### src/rtl/mult_share_arb.sv
// Two-requester arbiter sharing one combinational 4x4 multiplier; registered product/ack.
// Define MULT_ARB_RR_EN for round-robin tie-breaking, otherwise req0 has fixed priority.

module multiplier (
   input  logic a3, a2, a1, a0,
   input  logic b3, b2, b1, b0,
   output logic p7, p6, p5, p4, p3, p2, p1, p0
);
   logic [7:0] p_c;

   assign p_c = {4'b0000, a3, a2, a1, a0} * {4'b0000, b3, b2, b1, b0};
   assign {p7, p6, p5, p4, p3, p2, p1, p0} = p_c;
endmodule

module mult_share_arb #(
   parameter int unsigned SETTLE_CYCLES = 1
) (
   input  logic       clk,
   input  logic       rst_n,
   input  logic       req0,
   input  logic [3:0] a0_in,
   input  logic [3:0] b0_in,
   input  logic       req1,
   input  logic [3:0] a1_in,
   input  logic [3:0] b1_in,
   output logic       ack0,
   output logic       ack1,
   output logic [7:0] prod,
   output logic       prod_id,
   output logic       prod_valid,
   output logic       busy
);
   localparam int unsigned OP_W   = 4;
   localparam int unsigned PROD_W = 8;
   localparam int unsigned CNT_W  = 4;
   localparam logic [CNT_W-1:0] CNT_LAST = CNT_W'(SETTLE_CYCLES - 1);

   typedef enum logic [1:0] {IDLE, CALC, DONE} state_e;

   state_e            state_q, state_d;
   logic [OP_W-1:0]   op_a_q, op_a_d, op_b_q, op_b_d;
   logic [CNT_W-1:0]  cnt_q, cnt_d;
   logic              gnt_q, gnt_d;
   logic              last_gnt_q, last_gnt_d;
   logic [PROD_W-1:0] prod_q, prod_d;
   logic              prod_id_q, prod_id_d;
   logic              ack0_q, ack0_d, ack1_q, ack1_d;
   logic              prod_valid_q, prod_valid_d;
   logic              busy_q, busy_d;
   logic [PROD_W-1:0] mul_p;
   logic              win_c;

   // Winner among active requests; only consulted in IDLE when at least one is high.
`ifdef MULT_ARB_RR_EN
   assign win_c = (req0 && req1) ? ~last_gnt_q : req1;
`else
   assign win_c = ~req0;
`endif

   multiplier u_mul (
      .a3(op_a_q[3]), .a2(op_a_q[2]), .a1(op_a_q[1]), .a0(op_a_q[0]),
      .b3(op_b_q[3]), .b2(op_b_q[2]), .b1(op_b_q[1]), .b0(op_b_q[0]),
      .p7(mul_p[7]), .p6(mul_p[6]), .p5(mul_p[5]), .p4(mul_p[4]),
      .p3(mul_p[3]), .p2(mul_p[2]), .p1(mul_p[1]), .p0(mul_p[0])
   );

   always_comb begin
      state_d      = state_q;
      op_a_d       = op_a_q;
      op_b_d       = op_b_q;
      cnt_d        = cnt_q;
      gnt_d        = gnt_q;
      last_gnt_d   = last_gnt_q;
      prod_d       = prod_q;
      prod_id_d    = prod_id_q;
      ack0_d       = 1'b0;
      ack1_d       = 1'b0;
      prod_valid_d = 1'b0;
      case (state_q)
         IDLE: begin
            if (req0 || req1) begin
               gnt_d   = win_c;
               op_a_d  = win_c ? a1_in : a0_in;
               op_b_d  = win_c ? b1_in : b0_in;
               cnt_d   = '0;
               state_d = CALC;
            end
         end
         CALC: begin
            if (cnt_q == CNT_LAST) begin
               prod_d       = mul_p;
               prod_id_d    = gnt_q;
               ack0_d       = ~gnt_q;
               ack1_d       = gnt_q;
               prod_valid_d = 1'b1;
               last_gnt_d   = gnt_q;
               state_d      = DONE;
            end else begin
               cnt_d = cnt_q + CNT_W'(1);
            end
         end
         DONE:    state_d = IDLE;
         default: state_d = IDLE;
      endcase
      busy_d = (state_d != IDLE);
   end

   always_ff @(posedge clk or negedge rst_n) begin
      if (!rst_n) begin
         state_q      <= IDLE;
         op_a_q       <= '0;
         op_b_q       <= '0;
         cnt_q        <= '0;
         gnt_q        <= 1'b0;
         last_gnt_q   <= 1'b1;
         prod_q       <= '0;
         prod_id_q    <= 1'b0;
         ack0_q       <= 1'b0;
         ack1_q       <= 1'b0;
         prod_valid_q <= 1'b0;
         busy_q       <= 1'b0;
      end else begin
         state_q      <= state_d;
         op_a_q       <= op_a_d;
         op_b_q       <= op_b_d;
         cnt_q        <= cnt_d;
         gnt_q        <= gnt_d;
         last_gnt_q   <= last_gnt_d;
         prod_q       <= prod_d;
         prod_id_q    <= prod_id_d;
         ack0_q       <= ack0_d;
         ack1_q       <= ack1_d;
         prod_valid_q <= prod_valid_d;
         busy_q       <= busy_d;
      end
   end

   assign ack0       = ack0_q;
   assign ack1       = ack1_q;
   assign prod       = prod_q;
   assign prod_id    = prod_id_q;
   assign prod_valid = prod_valid_q;
   assign busy       = busy_q;
endmodule
### config.mk
export PLATFORM = sky130hd
export DESIGN_NAME = mult_share_arb
export DESIGN_NICKNAME = d
export VERILOG_FILES = /design/src/rtl/mult_share_arb.sv
export SDC_FILE = /design/constraint.sdc
export NUM_CORES = 1
export LEC_CHECK = 0
export CAP_MARGIN = 30
export CELL_PAD_IN_SITES_DETAIL_PLACEMENT = 2
export CELL_PAD_IN_SITES_GLOBAL_PLACEMENT = 2
export CORE_UTILIZATION = 29
export CTS_BUF_LIST = sky130_fd_sc_hd__clkbuf_8
export DETAILED_ROUTE_END_ITERATION = 10
export GPL_ROUTABILITY_DRIVEN = 0
export GPL_TIMING_DRIVEN = 0
export PLACE_DENSITY = 0.85
export SLEW_MARGIN = 10
export SYNTH_ARGS = -nofsm -noshare
export SYNTH_HDL_FRONTEND = slang
export SYNTH_SLANG_ARGS = --single-unit
### constraint.sdc
create_clock -name clk -period 2.7 [get_ports clk]
set_input_delay 0.27 -clock clk [delete_from_list [all_inputs] [get_ports clk]]
set_output_delay 0.27 -clock clk [all_outputs]
set_load 0.02 [all_outputs]
==> qor.csv, run 1 <==
stage,metric,value,unit
finish,layout-drive-gt1-share,12.1,%
synthesis,avgSynthCellArea,9.96,µm²
setup_path,crit_arrival,2900,ps
finish,n_antenna_cell,0,
drt,post_drt_wl_per_cell,15.8,µm
setup_path,critPathRequiredTime,2920,ps
timing,hold_viol_final,0,
floorplan,start_util,30.4,%
floorplan,num_io_pins,33,
synthesis,synth_cell_type_count,27,
global_route,grt_overflow_total,0,
status,status,completed,
floorplan,dieArea,5730,µm²
synthesis,syn_area,1570,µm²
synthesis,yosysTopAreaCellShare,44.5,%
timing,fin_tns_setup,0,ps
global_route,grt_pass1_vias,1401,
timing,rsz0062_at_grt,yes,
setup_path,cp-end-kind,flop,
setup_path,worstReg2RegEnd,prod[6]$_DFFE_PN0P_,
global_route,antenna_found_initial,0,
floorplan,die-height,75.7,µm
synthesis,synth-seq-cells,28,
drt,finalWirelength,4260,µm
drt,vias,1266,
setup_path,max_stage_delay,540,ps
clock_tree,clk_pin_slew,100,ps
setup_path,worst-r2r-setup-slack,20,ps
setup_path,cp_cell_sequence,nand2_1 -> fa_1 -> inv_1 -> fa_1 -> inv_1 -> fa_2 -> nor2b_2 -> o21ai_2 -> a211o_1 -> nand3_1,
timing,clock.fmax,0.374,GHz
synthesis,synth_flop_cell,dfrtp_1,
timing,tightest_slew,651,ps
clock_tree,htree_levels,1,
synthesis,yosysTopAreaCell,dfrtp_1,
global_route,grt_max_degree,29,
synthesis,ys_seq_area_share,44.5,%
drt,dr.pass1.iters,3,
clock_tree,insertion_delay,280,ps
setup_path,slowest_stage,fa_1,
clock_tree,clk_path_buf_depth,2,
timing,hold_ws,7.94,ps
timing,slew_violations,0,
clock_tree,cts_tree,yes,
setup_path,start_kind,flop,
timing,setup_viol,0,
placed_design,portBuffers,31,
global_route,grt_pass1_wl,6640,µm
pwr,max-vdd-ir-drop,305,µV
drt,via_per_inst,4.71,
clock_tree,cts-hold-fix-buffers,0,
synthesis,synth_fp_nets,196,
pwr,p_leak,0.00100,µW
finish,nNetsFinal,238,
setup_path,reg2regPathDepth,10,
global_route,grt_usage,15.6,%
setup_path,cp_max_fo,2,
floorplan,rows,26,
synthesis,synthTopCellsByArea,"dfrtp_1 (45%), ha_1 (11%), nand2_1 (6.7%)",
run,drv_cap,0,
setup_path,r2r_start,op_a_q[0]$_DFFE_PN0P_,
timing,clock_skew,6.80,ps
floorplan,core,5170,µm²
placed_design,hpwl,3050,µm
clock_tree,clock-sinks,28,
floorplan,die_w,75.7,µm
setup_path,timing_worst_setup_path_type,flop to flop,
clock_tree,clock-root-buffer,clkbuf_8,
synthesis,synthArstFlopShare,100,%
timing,fin_crit,2680,ps
drt,drtIter0Drc,35,
synthesis,synth_common_cells,"dfrtp_1 (28), nand2_1 (28), and2_1 (15), ha_1 (14), o21ai_0 (13)",
drt,drc,0,
drt,antenna_left,0,
timing,slew_headroom,56.6,%
finish,area_delta_synth_final,34.6,%
pwr,p_per_area,1040,nW/µm²
synthesis,syn_inst,158,
synthesis,synth_edf_count,0,
synthesis,yosys_warnings,0,
hold_path,min_path_type,input pin to asynchronous set/reset pin,
timing,fin_crit_sh,99.1,%
clock_tree,cts_buffers,3,
-- placed cells by master, fill, tap and decap left out --
master           count
and3_1               1
nand2_2              1
clkbuf_8             4
xor2_1               2
a21o_1               3
nand2b_1             1
buf_4                6
and2_1              15
clkdlybuf4s50_1     30
clkbuf_1             2
xnor2_1              2
fa_1                 3
nor2b_1              1
ha_4                 3
ha_2                 1
buf_6                1
o31ai_1              1
a211o_1              1
clkinv_2             1
nand3_1              6
nand2_1             27
o21ai_0             12
ha_1                10
fa_2                 1
dfrtp_1             28
or2_0                1
mux2i_1              8
inv_1               10
nor2_1               2
or3b_4               1
o21ai_1              1
buf_2                3
nand4_1              3
a21oi_1              5
nor2b_2              1
o21ai_2              1
-- power by group --
part           internal [µW]  total [µW]  switching (µW)  leakage, µW
sequential               574         670            95.3     0.000360
clock                    131         267             136    0.0000288
combinational            569        1260             688     0.000615
total                   1270        2190             919      0.00100
-- per-layer routing --
layer	vias up	GRT usage, %	routed length, µm
met4	0	3.70	29
met5	-	0	0
met3	4	1.98	89
met1	632	18.7	1710
li1	604	-	-
met2	26	29.5	2430
-- sequential cells by signal, indices dropped and copies added, names as in the netlist --
signal	flops
ack0	1
ack1	1
busy	1
cnt_q	4
gnt_q	1
op_a_q	4
op_b_q	4
prod	8
prod_id	1
prod_valid	1
state_q	2
-- how the worst max path moves through the flow --
stage / startpoint / endpoint / slack (ps) / cells after the start
finish: op_a_q[0]$_DFFE_PN0P_ / prod[6]$_DFFE_PN0P_ / 20 / 10
global route: op_a_q[0]$_DFFE_PN0P_ / prod[5]$_DFFE_PN0P_ / -90 / 9
CTS: op_b_q[3]$_DFFE_PN0P_ / prod[6]$_DFFE_PN0P_ / 60 / 10
detailed placement: op_b_q[3]$_DFFE_PN0P_ / prod[6]$_DFFE_PN0P_ / -250 / 10
global placement: op_b_q[3]$_DFFE_PN0P_ / prod[6]$_DFFE_PN0P_ / -110 / 10
floorplan: op_a_q[0]$_DFFE_PN0P_ / prod[6]$_DFFE_PN0P_ / 30 / 10
-- cell families after synthesis --
kind of cell | count (synthesis) | share of synthesized area, %
simple gates | 60 | 18.9
flops | 28 | 44.5
compound gates | 24 | 8.51
fa+ha+maj | 18 | 16.2
buf+inv | 16 | 4.53
mux | 8 | 5.09
xor+xnor | 4 | 2.23
-- metrics by stage --
step | utilization [%] | cell area [µm²] | worst slack (ps) | total power [µW] | std cells
after floorplan | - | 1570 | 30.6 | 1350 | 158
after global routing | 41.0 | 2120 | -85.8 | 2390 | 269
final | 41.0 | 2120 | 23.6 | 2190 | 269
after detailed placement | 38.0 | 1970 | -248 | 1760 | 259
after CTS | 40.0 | 2070 | 59.6 | 2110 | 269
after global placement | 38.1 | 1970 | -114 | 1680 | 259
-- critical path: cells and delay by family (launching register included) --
kind / cells / cell delay [ps]
adders and majority gates: 3 / 1410
AOI/OAI and AO/OA: 2 / 400
DFF: 1 / 370
and+or+nand+nor: 3 / 310
buffers and inverters: 2 / 130
-- what timing repair did --
item,4_1_cts,5_1_grt
buffers inserted,6,0
endpoints found under the setup margin,2,3
pin swaps,2,0
gates cloned,0,0
gates resized for setup,2,7
-- area by class of cell --
class / instances / area, µm²
well taps: 70 / 87.6
clock buffers: 4 / 55.1
plain buffers: 5 / 28.8
repair buffers: 37 / 350
inverters: 11 / 42.5
flip-flops and latches: 28 / 701
multi-input cells: 114 / 853
fillers: 571 / 3050
Power figures use the tool's default switching activity.
==> run 2: changes to the inputs <==
--- a/config.mk
+++ b/config.mk
@@ -11,7 +11,6 @@
 export CORE_UTILIZATION = 29
 export CTS_BUF_LIST = sky130_fd_sc_hd__clkbuf_8
 export DETAILED_ROUTE_END_ITERATION = 10
-export GPL_ROUTABILITY_DRIVEN = 0
 export GPL_TIMING_DRIVEN = 0
 export PLACE_DENSITY = 0.85
 export SLEW_MARGIN = 10
==> results of run 2 <==
No change in the layout: final DEF, timing and power equal those of run 1.
